File: src/rtl/mold_msg_buf.sv
// mold_msg_buf: store-and-forward buffer behind the MoldUDP64 message
// extractor. Beats are written speculatively and become visible to the
// consumer only once the whole message has arrived. A message that does not
// fit in the committed free space is dropped whole. A start beat that
// arrives mid-message discards the partial message.
// Optional build macro: MOLD_MSG_BUF_STATS_EN adds the drop_cnt_o and
// trunc_cnt_o saturating counters.
module mold_msg_buf #(
  parameter int AXI_DATA_W = 64,
  parameter int AXI_KEEP_W = 8,
  parameter int ML_W       = 16,
  parameter int DEPTH      = 16
) (
  input  logic                  clk,
  input  logic                  nreset,
  input  logic                  mold_msg_v_i,
  input  logic                  mold_msg_start_i,
  input  logic [ML_W-1:0]       mold_msg_len_i,
  input  logic [AXI_KEEP_W-1:0] mold_msg_mask_i,
  input  logic [AXI_DATA_W-1:0] mold_msg_data_i,
  output logic                  out_v_o,
  input  logic                  out_ready_i,
  output logic                  out_start_o,
  output logic                  out_last_o,
  output logic [ML_W-1:0]       out_len_o,
  output logic [AXI_KEEP_W-1:0] out_mask_o,
  output logic [AXI_DATA_W-1:0] out_data_o
`ifdef MOLD_MSG_BUF_STATS_EN
  ,
  output logic [15:0]           drop_cnt_o,
  output logic [15:0]           trunc_cnt_o
`endif
);

  localparam int PTR_W = $clog2(DEPTH);

  typedef logic [PTR_W:0] ptr_t;
  localparam ptr_t PTR_ONE = ptr_t'(1);
  localparam ptr_t DEPTH_V = ptr_t'(DEPTH);

  typedef struct packed {
    logic [AXI_DATA_W-1:0] data;
    logic [AXI_KEEP_W-1:0] mask;
    logic                  start;
    logic                  last;
    logic [ML_W-1:0]       len;
  } entry_t;

  typedef enum logic [1:0] {
    IDLE,
    WR,
    DROP
  } wr_state_t;

  entry_t          mem [DEPTH];
  wr_state_t       state_q, state_d;
  ptr_t            wr_q, wr_d;
  ptr_t            cm_q, cm_d;
  ptr_t            rd_q;
  logic [ML_W-1:0] rem_q, rem_d;

  logic            we;
  ptr_t            wr_addr;
  entry_t          w_entry;
  logic            drop_ev;
  logic            trunc_ev;

  // Beats covered by the incoming length; one extra bit keeps len + 7 exact.
  logic [ML_W:0]   beats;
  // Free space seen by the admission check; pops this cycle are not credited.
  ptr_t            free;
  logic            pop;

  assign beats = ({1'b0, mold_msg_len_i} + (ML_W+1)'(7)) >> 3;
  assign free  = DEPTH_V - (cm_q - rd_q);
  assign pop   = out_v_o & out_ready_i;

  // Write-side FSM: admission, speculative writes, commit, drop and truncation.
  always_comb begin
    // NOTE: every signal gets a default first so no path leaves one unassigned,
    // which would infer a latch.
    state_d        = state_q;
    wr_d           = wr_q;
    cm_d           = cm_q;
    rem_d          = rem_q;
    we             = 1'b0;
    wr_addr        = wr_q;
    w_entry.data   = mold_msg_data_i;
    w_entry.mask   = mold_msg_mask_i;
    w_entry.start  = 1'b0;
    w_entry.last   = 1'b0;
    w_entry.len    = mold_msg_len_i;
    drop_ev        = 1'b0;
    trunc_ev       = 1'b0;

    if (mold_msg_v_i && mold_msg_start_i) begin
      // A start beat mid-message rewinds to the last commit point first.
      if (state_q != IDLE) begin
        trunc_ev = 1'b1;
        wr_d     = cm_q;
        wr_addr  = cm_q;
        state_d  = IDLE;
      end
      if (mold_msg_len_i != '0) begin
        if (beats > (ML_W+1)'(free)) begin
          drop_ev = 1'b1;
          rem_d   = beats[ML_W-1:0] - ML_W'(1);
          state_d = (beats == (ML_W+1)'(1)) ? IDLE : DROP;
        end else begin
          we            = 1'b1;
          w_entry.start = 1'b1;
          w_entry.last  = (beats == (ML_W+1)'(1));
          wr_d          = wr_addr + PTR_ONE;
          if (beats == (ML_W+1)'(1)) begin
            cm_d    = wr_addr + PTR_ONE;
            state_d = IDLE;
          end else begin
            rem_d   = beats[ML_W-1:0] - ML_W'(1);
            state_d = WR;
          end
        end
      end
    end else if (mold_msg_v_i) begin
      unique case (state_q)
        WR: begin
          we           = 1'b1;
          w_entry.last = (rem_q == ML_W'(1));
          wr_d         = wr_q + PTR_ONE;
          rem_d        = rem_q - ML_W'(1);
          if (rem_q == ML_W'(1)) begin
            cm_d    = wr_q + PTR_ONE;
            state_d = IDLE;
          end
        end
        DROP: begin
          rem_d = rem_q - ML_W'(1);
          if (rem_q == ML_W'(1)) state_d = IDLE;
        end
        default: ;  // orphan beat in IDLE is ignored
      endcase
    end
  end

  // Pointer, FSM and remaining-beat registers.
  always_ff @(posedge clk) begin
    if (!nreset) begin
      state_q <= IDLE;
      wr_q    <= '0;
      cm_q    <= '0;
      rd_q    <= '0;
      rem_q   <= '0;
    end else begin
      // NOTE: sequential state uses non-blocking assignments so every register
      // samples pre-edge values regardless of statement order.
      state_q <= state_d;
      wr_q    <= wr_d;
      cm_q    <= cm_d;
      rem_q   <= rem_d;
      if (pop) rd_q <= rd_q + PTR_ONE;
    end
  end

  // Beat storage.
  always_ff @(posedge clk) begin
    // NOTE: the array is deliberately not reset; pointers alone define which
    // entries are live, and leaving storage out of reset keeps it plain RAM.
    if (we) mem[wr_addr[PTR_W-1:0]] <= w_entry;
  end

  // Consumer side reads the head entry combinationally.
  always_comb begin
    out_v_o     = (rd_q != cm_q);
    out_data_o  = mem[rd_q[PTR_W-1:0]].data;
    out_mask_o  = mem[rd_q[PTR_W-1:0]].mask;
    out_start_o = mem[rd_q[PTR_W-1:0]].start;
    out_last_o  = mem[rd_q[PTR_W-1:0]].last;
    out_len_o   = mem[rd_q[PTR_W-1:0]].len;
  end

`ifdef MOLD_MSG_BUF_STATS_EN
  // Saturating counters of dropped and truncated messages.
  always_ff @(posedge clk) begin
    if (!nreset) begin
      drop_cnt_o  <= '0;
      trunc_cnt_o <= '0;
    end else begin
      if (drop_ev && drop_cnt_o != 16'hFFFF)   drop_cnt_o  <= drop_cnt_o + 16'd1;
      if (trunc_ev && trunc_cnt_o != 16'hFFFF) trunc_cnt_o <= trunc_cnt_o + 16'd1;
    end
  end
`else
  logic unused_stats;
  assign unused_stats = drop_ev ^ trunc_ev;
`endif

endmodule

File: config.mk
export PLATFORM = sky130hd
export DESIGN_NAME = mold_msg_buf
export DESIGN_NICKNAME = d
export VERILOG_FILES = /design/src/rtl/mold_msg_buf.sv
export SDC_FILE = /design/constraint.sdc
export NUM_CORES = 1
export LEC_CHECK = 0
export CAP_MARGIN = 20
export CORE_ASPECT_RATIO = 2
export CORE_MARGIN = 5
export CORE_UTILIZATION = 55
export CTS_CLUSTER_SIZE = 40
export DETAILED_ROUTE_END_ITERATION = 12
export PLACE_DENSITY = 0.73
export SKIP_CTS_REPAIR_TIMING = 1
export SLEW_MARGIN = 15
export SYNTH_ARGS = -nofsm -noshare
export SYNTH_HDL_FRONTEND = slang
export SYNTH_SLANG_ARGS = --single-unit
File: constraint.sdc
create_clock -name clk -period 12.3 [get_ports clk]
set_input_delay 2.46 -clock clk [delete_from_list [all_inputs] [get_ports clk]]
set_output_delay 2.46 -clock clk [all_outputs]
set_load 0.05 [all_outputs]
# Word-level counts from Yosys, hierarchy flattened

Memory sizes are Yosys's and may differ from the RTL's. A register that Yosys moved wholly into a read port is not among the register bits.
Index checks and enable logic that the tools add are counted.

Input bits: 93
Memories kept: 1
Output and inout port bits: 91
Bits in writable memories: 1440
Bits in latches: 0
Register bits after elaboration: 33
Logic and storage cells: 83
Bits in read-only memories: 0

Memories:

| name | depth | width | rd ports | clocked after Yosys merged registers in | write ports | RTL line | text |
|---|---|---|---|---|---|---|---|
| mem  | 16    | 90    | 1        | 1                                       | 1           | 55       | `entry_t mem [DEPTH];` |

Bitwise logic cells: 1
Divide/modulo/power cells: 0
Add/subtract/negate cells: 8
Eq/ne operators: 10
Mux-type cells: 45
Shift operators: 0
$lt $le $gt $ge: 1
Multiply operators: 0
Reduce and logical (&&, ||, !) cells: 12

Operators by type and width:

| kind                    | count |
|---|---|
| $mux W16                | 6 |
| $mux W5                 | 14 |
| $mux W2                 | 10 |
| $add A16 B3 Y17 const B | 1 |
| $eq A16 B1 Y1 const B   | 1 |
| $reduce_bool A16 Y1     | 1 |
| $sub A16 B1 Y16 const B | 1 |
| $add A5 B1 Y5 const B   | 3 |
| $sub A14 B1 Y15 const B | 1 |
| $eq A14 B1 Y1 const B   | 1 |
| $gt A14 B5 Y1           | 1 |
| $mux W1                 | 12 |
| $mux W4                 | 3 |
| $reduce_bool A2 Y1      | 5 |
| $reduce_and A4 Y1       | 2 |
| $reduce_and A6 Y1       | 1 |
| $ne A5 B5 Y1            | 1 |
| $sub A5 B5 Y5           | 1 |
| $sub A5 B5 Y5 const A   | 1 |
| $ne A2 B1 Y1 const B    | 2 |
| $ne A3 B1 Y1 const B    | 1 |
| $ne A3 B3 Y1 const B    | 1 |
| $eq A2 B1 Y1 const B    | 1 |
| $eq A2 B2 Y1 const B    | 1 |
| 5 further kinds         | 5 |

# Depth between registers and ports, before layout

Word-level depth: 8
Gate-level depth with buffers: 16
Depth with buffers taken out: 15

# Least setup slack after synthesis

OpenSTA, ideal clock, no wires.

Kind: input -> register
Start point: input port mold_msg_len_i[0]
End point: memory mem[0][0] (netlist name), enable pin
Setup time: 649 ps
Setup slack: 1108 ps
Path buffers: 1
Stages on the path: 13
Data arrival time: 10542 ps
Required time: 11651 ps
Cells stage by stage: nor3_2 > nor2_1 > nand2_1 > xnor2_1 > ha_1 > o21ai_0 > a31oi_1 > nor4_1 > a32oi_4 > nor2b_2 > o21ai_2 > buf_4 > nor3_1

Word-level cells in the longest chain between the ends: 7
Elaborated cells on any way between the ends: 8
Those cells by class: add/sub: 1; order compare: 1; mux: 5; reduce/logical: 1

RTL lines:

| item                              | RTL line | text |
|---|---|---|
| from (decl)                       | 18       | `input logic [ML_W-1:0] mold_msg_len_i,` |
| $add A16 B3 Y17                   | 74       | `assign beats = ({1'b0, mold_msg_len_i} + (ML_W+1)'(7)) >> 3;` |
| $gt A14 B5 Y1                     | 105      | `if (beats > (ML_W+1)'(free)) begin` |
| $mux W1                           | 105      |  |
| $mux W1 (*)                       | 104      | `if (mold_msg_len_i != '0) begin` |
| $mux W1 (*)                       | 96       | `if (mold_msg_v_i && mold_msg_start_i) begin` |
| $mux W1 (*)                       | 167      | `if (we) mem[wr_addr[PTR_W-1:0]] <= w_entry;` |
| $mux W1 (implied by the code) (*) | 167      |  |
| to (decl)                         | 55       |  |

Mark *: on every way between the ends. The rest lies on a longest branch, timed or not.

==> out/metrics.csv <==
stage;metric;value;unit
power_and_ir_drop;combinational power share;1.9;%
route;Vias/cell;6.43;
clock_network;CTS H-Tree Depth;3;
timing;setup TNS;0;ps
cells_and_area;nets@finish;2789;
yosys;cell taking the most area after synthesis;edfxtp_1;
power_and_ir_drop;clock group share of total power;40.1;%
floorplanning;Die Area;111000;sq um
cells_and_area;area of the multi-input gates;12700;sq um
clock_network;CTS buffer count;118;
place;dpl hpwl;71300;microns
cells_and_area;share of cells above drive strength 1;26.2;%
route;Final ANT Viol Nets;0;
timing;Slew HR;27.9;%
yosys;synth warn;0;
yosys;Top FF cell, synth;edfxtp_1;
floorplanning;Core ar.;103000;sq um
power_and_ir_drop;Power per Cell Area;147;nW/um^2
timing;Tmin final;7670;ps
worst_setup_path;Crit path arrival time;5210;ps
timing;period utilization;62.4;%
route;DR iter-0 viols;2648;
yosys;Syn Nets;2547;
worst_setup_path;Crit Reg-Reg Startpoint;cm_q[1];
route;DRC Markers;0;
worst_setup_path;CP Class;flop to output pin;
cells_and_area;Fill cells;6796;
cells_and_area;final non-filler cell total;4130;
floorplanning;# rows;167;
yosys;largest family of logic cells by synthesized area;multiplexers;
timing;clock skew;42.9;ps
yosys;mux cell area share after synthesis;17.8;%
timing;Setup-failing EPs final;0;
worst_setup_path;Worst path max stage delay;990;ps
cells_and_area;Register Area;44000;sq um
yosys;sequential-to-total area share from yosys stat;77.0;%
worst_setup_path;CP bufs+invs;3;
place;# port buffers;183;
worst_setup_path;Worst R2R End;mem[0][37];
timing;Slew Viols, Final;0;
power_and_ir_drop;sequential share of power;58.0;%
power_and_ir_drop;Leak Pwr;19.4;nW
worst_setup_path;Startpoint Class;flop;
hold_path;worst hold endpoint;cm_q[2];
floorplanning;Die W;238;microns
yosys;number of synthesized flops with an enable pin;1440;
clock_network;CTS tree;built;
yosys;simple-gate area share of the yosys netlist;1.66;%
yosys;Cell variety after synth;78;
yosys;Seq cells post-synth;1477;
yosys;syn_area_per_cell;23.5;sq um
yosys;adder-cell share of the synthesized area;0.473;%
yosys;Synth Instances;2433;
worst_setup_path;Top delay family on crit path;buffers and inverters;
worst_setup_path;CP Max Fanout;72;
place;Post-Place Cells;3905;
hold_path;hold depth;2;
clock_network;clock latency on the worst-skew pair;730;ps
run;Max-cap violations;0;
timing;maximum clock frequency;130;MHz
clock_network;Clock transition at path regs;70;ps
worst_setup_path;Worst Setup End Kind;output pin;
floorplanning;initial core utilization;55.3;%
global_route;initial antenna violation count;6;
global_route;largest net degree at the start of global routing;112;
hold_path;Hold WC Path Type;flop to flop;
power_and_ir_drop;sw frac;19.3;%
power_and_ir_drop;Int Power;7.68;mW
route;Via Count;26600;
yosys;top cell type's share of synthesized area;75.7;%
yosys;compound-cell area share of the yosys netlist;1.60;%
yosys;xor and xnor area share after synthesis;0.490;%
power_and_ir_drop;switching power;1.84;mW
place;Final Wtd Congestion;0.862;
timing;Hold Violations, Final;0;
clock_network;clock buffer depth;3;
worst_setup_path;Reg2Reg Depth;15;
yosys;Mapped Area;57200;sq um
cells_and_area;area growth from synthesis to layout;13.4;%
worst_setup_path;reg2reg setup slack;6540;ps
timing;worst-margin pin slew;1080;ps
global_route;first-pass GRT wire length;191000;microns
power_and_ir_drop;worst vdd ir;0.000122;V
run_status;status;finished, final reports clean;
route;DRT Wirelength;129000;microns
worst_setup_path;worst path cell trace;buf_4 -> buf_4 -> mux4_2 -> mux4_2 -> clkdlybuf4s50_1;
route;drt pass-1 iters;5;
global_route;grt ovf;0;
yosys;top cell types by occurrence after synthesis;1440 x edfxtp_1, 450 x mux4_2, 87 x clkbuf_1, 45 x nor2_1, 37 x dfxtp_1;
floorplanning;Die H;466;microns
clock_network;Sink Count;1477;
timing;unrepaired setup endpoints after global routing;false;
global_route;vias in the first global route;28400;
yosys;FFs w/ async S/R, synth;0;%
yosys;Synth area leaders;edfxtp_1 76%, mux4_2 18%, dfxtp_1 1.3%;
floorplanning;Ports;184;
global_route;global-route usage over all layers;23.4;%
clock_network;CTS root buf;clkbuf_16;
worst_setup_path;critical path required time;9840;ps
worst_setup_path;Slowest-stage cell, CP;dfxtp_4;
route;drt wl/cell;31.1;microns
hold_path;hold_sp;cm_q[2];
yosys;count leader, synth;edfxtp_1;
## cell families (layout without fill, tap and decap cells)
group | after synthesis | after routing
buffers and inverters | 150 | 493
XOR/XNOR | 32 | 32
AO/OA/AOI/OAI | 116 | 116
adder cells (fa/ha/maj) | 21 | 21
AND/OR/NAND/NOR | 184 | 184
other | 0 | 2
multiplexers | 453 | 453
flip-flops | 1477 | 1477
## power by group through the flow
stage	combinational, mW	sequential [mW]	clock, mW
after global routing	0.191	5.52	4.10
after detailed placement	0.175	5.63	0
final	0.177	5.52	3.81
after CTS	0.175	5.52	3.88
after floorplan	0.0578	5.63	0
after global placement	0.165	5.63	0
## metrics by stage
step	hold slack (ps)	worst slack, ps	total power [mW]	util (%)	instance area, sq um
5_1_grt	541	4320	9.81	62.7	64800
3_3_place_gp	474	4360	5.80	58.7	60700
2_1_floorplan	459	1110	5.69	-	57200
3_5_place_dp	486	4250	5.81	58.8	60800
4_1_cts	499	4440	9.58	62.6	64700
6_report	494	4630	9.51	62.7	64800
## worst min-delay path: cells and delay by family (launching register included)
| family | cells | cell delay (ps) |
|---|---|---|
| AO/OA/AOI/OAI | 2 | 140 |
| flip-flops | 1 | 310 |
## placed cells by master (no fill, tap or decap), drive strengths merged, types with 4 or more instances in the layout
master,instances
nor3b,4
clkinv,47
and2,4
nor2,46
edfxtp,1440
dfxtp,37
clkbuf,155
o211ai,4
mux4,450
or3,11
inv,27
o41ai,4
o21ai,24
ha,20
nand2,31
or4,4
clkdlybuf4s50,183
nand3,19
a31oi,12
o21a,5
bufinv,11
buf,64
nor3,37
nor4,5
xnor2,15
xor2,17
nand4,9
clkinvlp,6
o32ai,7
a21oi,21
## registers in the layout, summed over array words and instances, names as in the netlist, named ones only
register,count
mem,1440
rem_q,16
cm_q,5
rd_q,5
wr_q,5
state_q,2
## worst max path at each step
stage | to | slack (ps) | cells after the start
4_1_cts | out_len_o[2] | 4440 | 5
3_5_place_dp | mem[3][1] | 4250 | 15
6_report | out_data_o[56] | 4630 | 5
2_1_floorplan | mem[0][0] | 1110 | 13
5_1_grt | out_data_o[5] | 4320 | 6
3_3_place_gp | mem[2][25] | 4360 | 15
## cell type report
cell class	instances	share of cell area [%]
Antenna cell	2	0.00772
Timing Repair Buffer	247	3.77
Inverter	25	0.145
Tap cell	1352	2.61
Multi-Input combinational cell	806	19.6
Clock buffer	155	5.06
Sequential cell	1477	67.9
Clock inverter	66	0.956
## routing by layer
layer	track usage (%)	wire, microns	up-vias
met2	41.2	69400	1222
li1	-	-	10900
met5	0	45	-
met3	3.71	9430	205
met4	6.70	3510	6
met1	30.6	46300	14200
Power figures use the tool's default switching activity.
==> RTL change (same settings) <==
Add a define of `MOLD_MSG_BUF_STATS_EN`.
--- a/src/rtl/mold_msg_buf.sv
+++ b/src/rtl/mold_msg_buf.sv
@@ -7,2 +7,4 @@
 // trunc_cnt_o saturating counters.
+`define MOLD_MSG_BUF_STATS_EN
+
 module mold_msg_buf #(
New outputs: drop_cnt_o and trunc_cnt_o. Check against the original RTL: not settled (the Yosys comparison gave no result); the edit may change what the design does.
==> RTL change against the original RTL <==
  * Cell count is 6.0% higher
  * Power is 4.3% higher
  * Highest routed layer unchanged
  * Routed wire length is 3.8% higher
  * Clock power is 7.3% higher
  * Area after synthesis is 2.8% higher
  * Setup slack worse by 0.50 ns
  * Sequential cell count is 32 higher
  * Design area is 3.2% higher
==> RTL change: results (changes against the original RTL) <==
| Metric | Value |
|---|---|
| Status | `completed (unchanged)` |
| Pint | `7.98 mW (was 7.68 mW)` |
| Skew final | `0.0281 ns (was 0.0429 ns)` |
| Slowest CP cell | `nor3_1 (was dfxtp_4)` |
| Data arrival, critical path | `8.51 ns (was 5.21 ns)` |
| Mux contribution to synthesized area | `17.5% (was 17.8%)` |
| Area after DPL | `62600 µm² (was 60800 µm²)` |
| # port buffers | `215 (was 183)` |
| Placed Instances | `4148 (was 3905)` |
| Commonest cells in the synthesized netlist | `edfxtp_1 (1440), mux4_2 (450), clkbuf_1 (108), nor2_1 (70), dfxtp_1 (69) (was edfxtp_1 (1440), mux4_2 (450), clkbuf_1 (87), nor2_1 (45), dfxtp_1 (37))` |
| Met1 Use GR | `30.4% (was 30.6%)` |
| Vias in the first global route | `30100 (was 28400)` |
| CP Capture Point | `mem[8][5] (was out_data_o[56])` |
| Initial antenna violation count | `5 (was 6)` |
| Crit-path max cell delay | `0.90 ns (was 0.99 ns)` |
| Via count | `28000 (was 26600)` |
| R2R Setup Slk | `6.23 ns (was 6.54 ns)` |
| Post-synthesis compound-gate area fraction | `1.73% (was 1.60%)` |
| Measured slew at the worst slew-check pin | `1.11 ns (was 1.08 ns)` |
| Hpwl dp | `73.9 mm (was 71.3 mm)` |
| Hold Path End | `rem_q[13] (was cm_q[2])` |
| Largest net degree at the start of global routing | `161 (was 112)` |
| Nets@finish | `3020 (was 2789)` |
| Hold_ws | `0.502 ns (was 0.494 ns)` |
| Seq/Total Area, Yosys | `76.0% (was 77.0%)` |
| Final WL | `133 mm (was 129 mm)` |
| Layout cells sized above 1 | `24.4% (was 26.2%)` |
| Worst r2r src | `cm_q[2] (was cm_q[1])` |
| Hold path startpoint | `rem_q[13] (was cm_q[2])` |
| TritonCTS Buffers | `119 (was 118)` |
| Post-Syn Nets | `2766 (was 2547)` |
| Post-Synth Adder-Cell Area | `0.503% (was 0.473%)` |
| Peak supply drop | `109 µV (was 122 µV)` |
| M1 WL | `49.4 mm (was 46.3 mm)` |
| M3 GR Usage | `3.77% (was 3.71%)` |
| Static Leak | `20.1 nW (was 19.4 nW)` |
| Crit Path Max Fanout | `48 (was 72)` |
| Gp weighted congestion | `0.904 (was 0.862)` |
| Fillers | `6979 (was 6796)` |
| Min Tclk post-route | `8.17 ns (was 7.67 ns)` |
| Setup WS pre-CTS | `3.42 ns (was 4.25 ns)` |
| Cells after Synth | `2650 (was 2433)` |
| Routed len/inst | `30.5 µm (was 31.1 µm)` |
RTL change: changes by cell type after synthesis, sizes merged, moves of 17 or more:
| cell | unedited run | this run |
|---|---|---|
| a21oi | 21 | 39 |
| clkbuf | 87 | 108 |
| dfxtp | 37 | 69 |
| nand2 | 31 | 56 |
| nand3 | 19 | 36 |
| nor2 | 46 | 70 |
RTL change: area by class of cell:
cell class                      instances  area (µm²)  share of cell area [%]
Sequential cell                      1509       44600                    66.8
Tap cell                             1368        1710                    2.56
Inverter                               26        97.6                   0.146
Clock inverter                         95        1130                    1.68
Antenna cell                            2        5.00                 0.00748
Clock buffer                          129        3060                    4.57
Multi-Input combinational cell        973       13500                    20.2
Timing Repair Buffer                  275        2700                    4.04
RTL change: worst register-to-register path, cell delays in order (launching register included):
cell and delay, ns:
dfxtp_1 0.41, inv_1 0.17, ha_1 0.36, ha_1 0.28
a21o_1 0.16, a21oi_1 0.19, xnor2_1 0.19, ha_1 0.32
nand2_1 0.09, nor2_1 0.08, a2111oi_4 0.56, or2_1 0.60
a31oi_4 0.38, nor3_2 0.32, buf_4 0.74, buf_4 0.77
RTL change: cell families after synthesis:
family | count (synthesis)
DFF | 1509
and+or+nand+nor | 287
buffers and inverters | 168
xor gates and xnor gates | 49
adders and majority gates | 23
AOI/OAI and AO/OA | 152
muxes | 462
RTL change: power by group through the flow:
stage | clock network, mW | registers [mW] | logic, mW
3_3_place_gp | 0 | 5.74 | 0.195
6_report | 4.09 | 5.63 | 0.208
2_1_floorplan | 0 | 5.74 | 0.0770
5_1_grt | 4.38 | 5.63 | 0.225
3_5_place_dp | 0 | 5.74 | 0.205
4_1_cts | 4.16 | 5.63 | 0.206
